## src/rtl/audio_dac_buffer_if.sv

```systemverilog
// audio_dac_buffer_if
// Bundles the two streams around the DAC sample buffer.
//   s_data/s_valid/s_ready : user-side sample stream ({left, right} per word)
//   dacdat_req/dacdat_out  : codec transceiver side, one request pulse per frame
// Modports:
//   master : user + transceiver side (drives data, valid and requests)
//   slave  : the buffer itself
interface audio_dac_buffer_if #(
    parameter int unsigned WIDTH = 32
);
    logic [WIDTH-1:0] s_data;
    logic             s_valid;
    logic             s_ready;
    logic             dacdat_req;
    logic [WIDTH-1:0] dacdat_out;

    modport master (
        output s_data,
        output s_valid,
        output dacdat_req,
        input  s_ready,
        input  dacdat_out
    );

    modport slave (
        input  s_data,
        input  s_valid,
        input  dacdat_req,
        output s_ready,
        output dacdat_out
    );
endinterface

```

## src/rtl/audio_dac_buffer.sv

```systemverilog
// audio_dac_buffer
// Sample FIFO that feeds the codec transceiver's DAC path. Words are accepted over a
// valid/ready stream and handed out one per dacdat_req pulse. Silence (all zeros) is
// substituted during start-up prefill and after an underrun, so the codec never sees stale
// data.
// Ports:
//   clk, rst_n  : clock, asynchronous active-low reset
//   clear       : synchronous flush (empties FIFO, back to FILL, clears underrun)
//   bus         : audio_dac_buffer_if.slave (sample stream in, DAC word out)
//   level       : current FIFO occupancy
//   playing     : high while in PLAY
//   underrun    : sticky, set when a PLAY request finds the FIFO empty
//   underrun_cnt: (only with AUDIO_DAC_BUFFER_UNDERRUN_CNT_EN) saturating count of requests
//                 served with silence once playback has started at least once
// Optional feature macro: AUDIO_DAC_BUFFER_UNDERRUN_CNT_EN
module audio_dac_buffer #(
    parameter int unsigned WIDTH   = 32,
    parameter int unsigned DEPTH   = 16,
    parameter int unsigned PREFILL = 8
) (
    input  logic                       clk,
    input  logic                       rst_n,
    input  logic                       clear,
    audio_dac_buffer_if.slave          bus,
    output logic [$clog2(DEPTH+1)-1:0] level,
    output logic                       playing,
    output logic                       underrun
`ifdef AUDIO_DAC_BUFFER_UNDERRUN_CNT_EN
    ,
    output logic [15:0]                underrun_cnt
`endif
);

    localparam int unsigned AW = $clog2(DEPTH);
    localparam int unsigned PW = AW + 1;
    localparam int unsigned LW = $clog2(DEPTH + 1);

    typedef enum logic [0:0] {StFill, StPlay} state_e;

    logic [WIDTH-1:0] r_mem [DEPTH];
    logic [PW-1:0]    r_wr_ptr;
    logic [PW-1:0]    r_rd_ptr;
    logic [WIDTH-1:0] r_dout;
    logic [WIDTH-1:0] w_dout_d;
    logic             r_underrun;
    logic             w_underrun_d;
    state_e           r_state;
    state_e           w_state_d;

    logic [LW-1:0]    w_level;
    logic             w_empty;
    logic             w_full;
    logic             w_push;
    logic             w_pop;

    // Extra pointer MSB makes the difference span 0..DEPTH, so it is the occupancy.
    assign w_level = LW'(r_wr_ptr - r_rd_ptr);
    assign w_empty = (w_level == '0);
    assign w_full  = (w_level == LW'(DEPTH));

    // Ready depends only on registered state, never on s_valid.
    assign bus.s_ready = !w_full;

    assign w_push = bus.s_valid && !w_full && !clear;
    assign w_pop  = bus.dacdat_req && (r_state == StPlay) && !w_empty && !clear;

    // Storage has no reset; only entries between the pointers are ever read.
    always_ff @(posedge clk) begin
        if (w_push) begin
            r_mem[r_wr_ptr[AW-1:0]] <= bus.s_data;
        end
    end

    always_ff @(posedge clk or negedge rst_n) begin
        if (!rst_n) begin
            r_wr_ptr <= '0;
            r_rd_ptr <= '0;
        end else if (clear) begin
            r_wr_ptr <= '0;
            r_rd_ptr <= '0;
        end else begin
            if (w_push) begin
                r_wr_ptr <= r_wr_ptr + PW'(1);
            end
            if (w_pop) begin
                r_rd_ptr <= r_rd_ptr + PW'(1);
            end
        end
    end

    always_comb begin
        w_state_d    = r_state;
        w_dout_d     = r_dout;
        w_underrun_d = r_underrun;
        if (clear) begin
            w_state_d    = StFill;
            w_dout_d     = '0;
            w_underrun_d = 1'b0;
        end else begin
            unique case (r_state)
                StFill: begin
                    if (bus.dacdat_req) begin
                        w_dout_d = '0;
                    end
                    if (w_level >= LW'(PREFILL)) begin
                        w_state_d = StPlay;
                    end
                end
                StPlay: begin
                    if (bus.dacdat_req) begin
                        if (!w_empty) begin
                            w_dout_d = r_mem[r_rd_ptr[AW-1:0]];
                        end else begin
                            // A push landing this same cycle does not rescue the frame.
                            w_dout_d     = '0;
                            w_underrun_d = 1'b1;
                            w_state_d    = StFill;
                        end
                    end
                end
                default: w_state_d = StFill;
            endcase
        end
    end

    always_ff @(posedge clk or negedge rst_n) begin
        if (!rst_n) begin
            r_state    <= StFill;
            r_dout     <= '0;
            r_underrun <= 1'b0;
        end else begin
            r_state    <= w_state_d;
            r_dout     <= w_dout_d;
            r_underrun <= w_underrun_d;
        end
    end

    assign bus.dacdat_out = r_dout;
    assign level          = w_level;
    assign playing        = (r_state == StPlay);
    assign underrun       = r_underrun;

`ifdef AUDIO_DAC_BUFFER_UNDERRUN_CNT_EN
    logic        r_started;
    logic [15:0] r_cnt;
    logic        w_silent;

    // Silence is served by every FILL request and by a PLAY request on an empty FIFO.
    assign w_silent = bus.dacdat_req && !clear && ((r_state == StFill) || w_empty);

    always_ff @(posedge clk or negedge rst_n) begin
        if (!rst_n) begin
            r_started <= 1'b0;
            r_cnt     <= '0;
        end else if (clear) begin
            r_started <= 1'b0;
            r_cnt     <= '0;
        end else begin
            if (r_state == StPlay) begin
                r_started <= 1'b1;
            end
            if (w_silent && (r_started || (r_state == StPlay)) && (r_cnt != 16'hFFFF)) begin
                r_cnt <= r_cnt + 16'd1;
            end
        end
    end

    assign underrun_cnt = r_cnt;
`endif

endmodule

```

## src/flat_wrapper.sv

```systemverilog
// flat-port wrapper written by rule: the top's interface ports become plain ports
module audio_dac_buffer_flat 
#(
    parameter int unsigned WIDTH   = 32,
    parameter int unsigned DEPTH   = 16,
    parameter int unsigned PREFILL = 8
)
  (clk, rst_n, clear, level, playing, underrun, bus_s_data, bus_s_valid, bus_dacdat_req, bus_s_ready, bus_dacdat_out);
  audio_dac_buffer_if #(.WIDTH(WIDTH)) bus_i ();
  input  logic clk;
  input  logic rst_n;
  input  logic clear;
  output logic [$clog2(DEPTH+1)-1:0] level;
  output logic playing;
  output logic underrun;
  input wire logic [$bits(bus_i.s_data)-1:0] bus_s_data;
  input wire logic [$bits(bus_i.s_valid)-1:0] bus_s_valid;
  input wire logic [$bits(bus_i.dacdat_req)-1:0] bus_dacdat_req;
  output wire logic [$bits(bus_i.s_ready)-1:0] bus_s_ready;
  output wire logic [$bits(bus_i.dacdat_out)-1:0] bus_dacdat_out;
  assign bus_i.s_data = bus_s_data;
  assign bus_i.s_valid = bus_s_valid;
  assign bus_i.dacdat_req = bus_dacdat_req;
  assign bus_s_ready = bus_i.s_ready;
  assign bus_dacdat_out = bus_i.dacdat_out;
  audio_dac_buffer #(.WIDTH(WIDTH), .DEPTH(DEPTH), .PREFILL(PREFILL)) u_core (.clk(clk), .rst_n(rst_n), .clear(clear), .bus(bus_i), .level(level), .playing(playing), .underrun(underrun));
endmodule
```

## config.mk

```make
export PLATFORM = sky130hd
export DESIGN_NAME = audio_dac_buffer_flat
export DESIGN_NICKNAME = d
export VERILOG_FILES = /design/src/rtl/audio_dac_buffer_if.sv /design/src/rtl/audio_dac_buffer.sv /design/src/flat_wrapper.sv
export SDC_FILE = /design/constraint.sdc
export NUM_CORES = 1
export LEC_CHECK = 0
export CELL_PAD_IN_SITES_DETAIL_PLACEMENT = 0
export CELL_PAD_IN_SITES_GLOBAL_PLACEMENT = 2
export CORE_MARGIN = 2
export CORE_UTILIZATION = 50
export CTS_CLUSTER_DIAMETER = 100
export DETAILED_ROUTE_END_ITERATION = 10
export MAX_ROUTING_LAYER = met4
export PLACE_DENSITY = 0.84
export SLEW_MARGIN = 20
export SYNTH_ARGS = -nofsm -noshare
export SYNTH_HDL_FRONTEND = slang
export SYNTH_SLANG_ARGS = --single-unit
```

## constraint.sdc

```tcl
create_clock -name clk -period 8.9 [get_ports clk]
set_input_delay 2.225 -clock clk [delete_from_list [all_inputs] [get_ports clk]]
set_output_delay 2.225 -clock clk [all_outputs]
set_load 0.01 [all_outputs]
```

==> run_results.csv <==
group,metric,value,unit
timing,slew_violations,0,
final_layout,multi_input_area,0.004777,mm^2
setup_path,rr_worst_depth,8,
power_and_ir_drop,leakagePower,7.942,nW
timing,post-route-period-util,68.94,%
routing,routed_wl,45430,um
yosys,ys.warnings.count,0,
global_route,first_global_vias,11030,
hold_path,hp-start,"u_core.bus.dacdat_out[2]",
clocking,tritoncts,"done",
timing,fin_skew,0.02082,ns
placement,place_area,0.02299,mm^2
yosys,synth_top_family_by_area,"multiplexers",
timing,worstMarginPinSlew,1.046,ns
global_route,grt_pass1_wl,68570,um
yosys,synthAdderAreaFrac,0.6170,%
power_and_ir_drop,switching_share,20.22,%
flow_run,maxCapViolCount,0,
power_and_ir_drop,power.density,218.7,mW/mm^2
die,io_pins,77,
clocking,cts.sinks,556,
yosys,synth_ff_type,"edfxtp_1",
placement,port_buffers,76,
setup_path,cp_max_fo,65,
timing,fin_ws,2.764,ns
yosys,yosysSeqAreaShare,76.65,%
die,die_y,211.3,um
global_route,grt_use_total,21.68,%
setup_path,critPathLaunchType,"register",
yosys,syn_nets,1127,
timing,period_needed,6.136,ns
final_layout,num_antenna_cells,0,
die,fp.dieW,211.3,um
setup_path,timing.rr.end,"u_core.r_mem[10][12]",
yosys,synth_top_area_share,71.53,%
die,start_util,50.90,%
power_and_ir_drop,power_switching,1.097,mW
yosys,synthXorXnorAreaFrac,0.08149,%
power_and_ir_drop,pwr-share-comb,4.3,%
yosys,synth_area_leaders,"edfxtp_1 72%, mux4_2 13%, dfrtp_1 5.1%",
clocking,cts_resized,0,
timing,slew_headroom,30.04,%
die,num_rows,75,
timing,finalHoldViolCount,0,
clocking,htree_levels,2,
yosys,synth-edff-count,512,
routing,ant_nets,0,
routing,vias,10680,
final_layout,drive_gt1_share,21.95,%
setup_path,cp.required,6.68,ns
placement,dp_worst_setup_slack,3.325,ns
placement,place.gp.congestion,0.7132,
timing,max_freq,0.1630,GHz
setup_path,arrival,3.91,ns
final_layout,stdcell_area,0.02480,mm^2
final_layout,fillers,3053,
global_route,grt_max_degree,67,
die,dieArea,0.04466,mm^2
final_layout,seq_area,0.01648,mm^2
run_status,status,"finished clean",
routing,drt_drc_violations_left,0,
hold_path,holdPathStages,1,
power_and_ir_drop,power.share.clock,42.4,%
yosys,synth_area_per_cell,19.90,um^2
hold_path,hold_class,"register to register",
final_layout,fin_nets,1231,
routing,firstDrtPassIters,5,
clocking,path_clk_slew,0.06,ns
yosys,muxShareOfSynthArea,13.67,%
yosys,yosys.area.top_type,"edfxtp_1",
setup_path,r2r_slack,4.62,ns
power_and_ir_drop,pwr-share-seq,53.3,%
power_and_ir_drop,finalPower,5.424,mW
yosys,synth.distinct_cells,41,
yosys,syn_area,0.02149,mm^2
clocking,cts-root-buf,"clkbuf_16",
clocking,clk-insertion-delay-late,0.60,ns
timing,fin_setup_tns,0,ns
global_route,antenna_found_initial,0,
yosys,ys_seq_elements,556,
routing,drt_iter0_drc,1132,
yosys,synth_cells,1080,
power_and_ir_drop,ir_worst_vdd,137.6,uV
power_and_ir_drop,internal_power,4.327,mW
yosys,async_reset_ff_share,7.914,%
clocking,postCtsSetupBuffers,0,
clocking,cts_hold_buf,0,
hold_path,whs_endpoint,"u_core.bus.dacdat_out[2]",
yosys,synth-compound-area-share,2.032,%
routing,routed_via_density,6.037,
timing,rsz0062_at_grt,"no",
setup_path,cp-end-kind,"output pin",
die,core_area,0.04223,mm^2
setup_path,critPathKind,"register to output pin",
clocking,cts-buffers-inserted,55,
final_layout,syn_to_final_growth,15.37,%
clocking,clockBufferDepth,3,
timing,setup_violations,0,
routing,drt-wirelength-per-cell,25.68,um
placement,post-dp-hpwl,23600,um
setup_path,rr_startpoint,"u_core.r_rd_ptr[1]",
global_route,overflow,0,
yosys,synth_simple_gate_area_share,5.326,%
==> flip-flops by register name, indices dropped and copies added (netlist names) <==
name,cells
u_core.r_mem,512
u_core.underrun,1
u_core.bus.dacdat_out,32
u_core.playing,1
u_core.r_rd_ptr,5
u_core.r_wr_ptr,5
==> placed cells by master, fill, tap and decap left out, types with 3 or more instances in the layout <==
cell type / synthesis / layout
edfxtp_1: 512 / 512
clkinv_1: 1 / 4
dfrtp_1: 44 / 41
buf_4: 0 / 31
clkdlybuf4s50_1: 0 / 75
ha_1: 9 / 9
bufinv_16: 0 / 4
clkbuf_16: 0 / 56
o21ai_0: 3 / 3
nand2_1: 138 / 138
nor3_2: 0 / 6
mux2_2: 4 / 4
clkbuf_8: 0 / 8
nor2_4: 0 / 7
nor4_2: 0 / 4
inv_1: 10 / 9
nand3_1: 71 / 71
a21oi_1: 6 / 6
a32o_1: 32 / 32
mux4_2: 128 / 128
nor2_1: 17 / 10
clkbuf_1: 22 / 19
clkinv_2: 0 / 8
nor3_1: 10 / 4
nand2b_1: 4 / 4
==> how the worst max path moves through the flow <==
stage	start	endpoint	slack [ns]	cells past startpoint
floorplan	clear	u_core.r_mem[11][0]	2.69	3
global placement	u_core.r_rd_ptr[1]	bus_s_ready	3.34	6
detailed placement	u_core.r_rd_ptr[1]	bus_s_ready	3.32	6
CTS	u_core.r_rd_ptr[1]	bus_s_ready	2.68	6
global route	u_core.r_rd_ptr[1]	bus_s_ready	2.48	6
finish	u_core.r_rd_ptr[1]	bus_s_ready	2.76	6
==> per-stage QoR <==
step,cells,hold slack (ns),utilization (%)
3_3_place_gp,1665,0.4775,54.39
5_1_grt,1769,0.5015,58.72
3_5_place_dp,1666,0.4815,54.45
2_1_floorplan,1080,0.5288,-
4_1_cts,1769,0.4957,58.72
6_report,1769,0.4922,58.72
==> final cells by class <==
cell class              count  share of cell area [%]
clock buffers              83                   6.383
clock inverters            20                  0.8931
inverters                  11                  0.1665
multi-input cells         452                   19.26
flip-flops and latches    556                   66.48
well taps                 539                   2.720
repair buffers            108                   4.097
==> cells in the mapped netlist, types with 9 or more instances <==
library cell	count
buf_2	18
edfxtp_1	512
nor2_1	17
nor3_1	10
a32o_1	32
mux4_2	128
inv_1	10
dfrtp_1	44
nand2_1	138
nand3_1	71
ha_1	9
clkbuf_1	22
buf_1	14
==> power by group through the flow <==
stage / sequential (mW) / clock (mW) / combinational [mW]
after floorplan: 2.95 / 0 / 0.137
after global placement: 2.95 / 0 / 0.230
after detailed placement: 2.95 / 0 / 0.236
after CTS: 2.89 / 2.34 / 0.237
after global routing: 2.89 / 2.45 / 0.255
final: 2.89 / 2.30 / 0.232
==> cells by family after synthesis <==
| logic type | count (synthesis) |
|---|---|
| xor+xnor | 2 |
| buf+inv | 72 |
| fa+ha+maj | 10 |
| mux | 133 |
| simple gates | 258 |
| compound gates | 49 |
| flops | 556 |
==> routing by layer <==
metal | up-vias | wire length [um] | global-route usage [%]
li1 | 4576 | - | -
met1 | 5656 | 19580 | 30.19
met2 | 374 | 22290 | 33.77
met3 | 73 | 2714 | 3.842
met4 | 0 | 839 | 5.561
met5 | - | 0 | -
==> critical path, cell delays in order, from the launching register on <==
cell,delay [ns]
dfrtp_4,1.10
inv_1,0.28
fa_1,0.52
xor2_1,0.17
nor3_1,0.34
o2111ai_2,0.33
clkdlybuf4s50_1,0.57
Note: power is estimated with default switching activity, not from simulation.
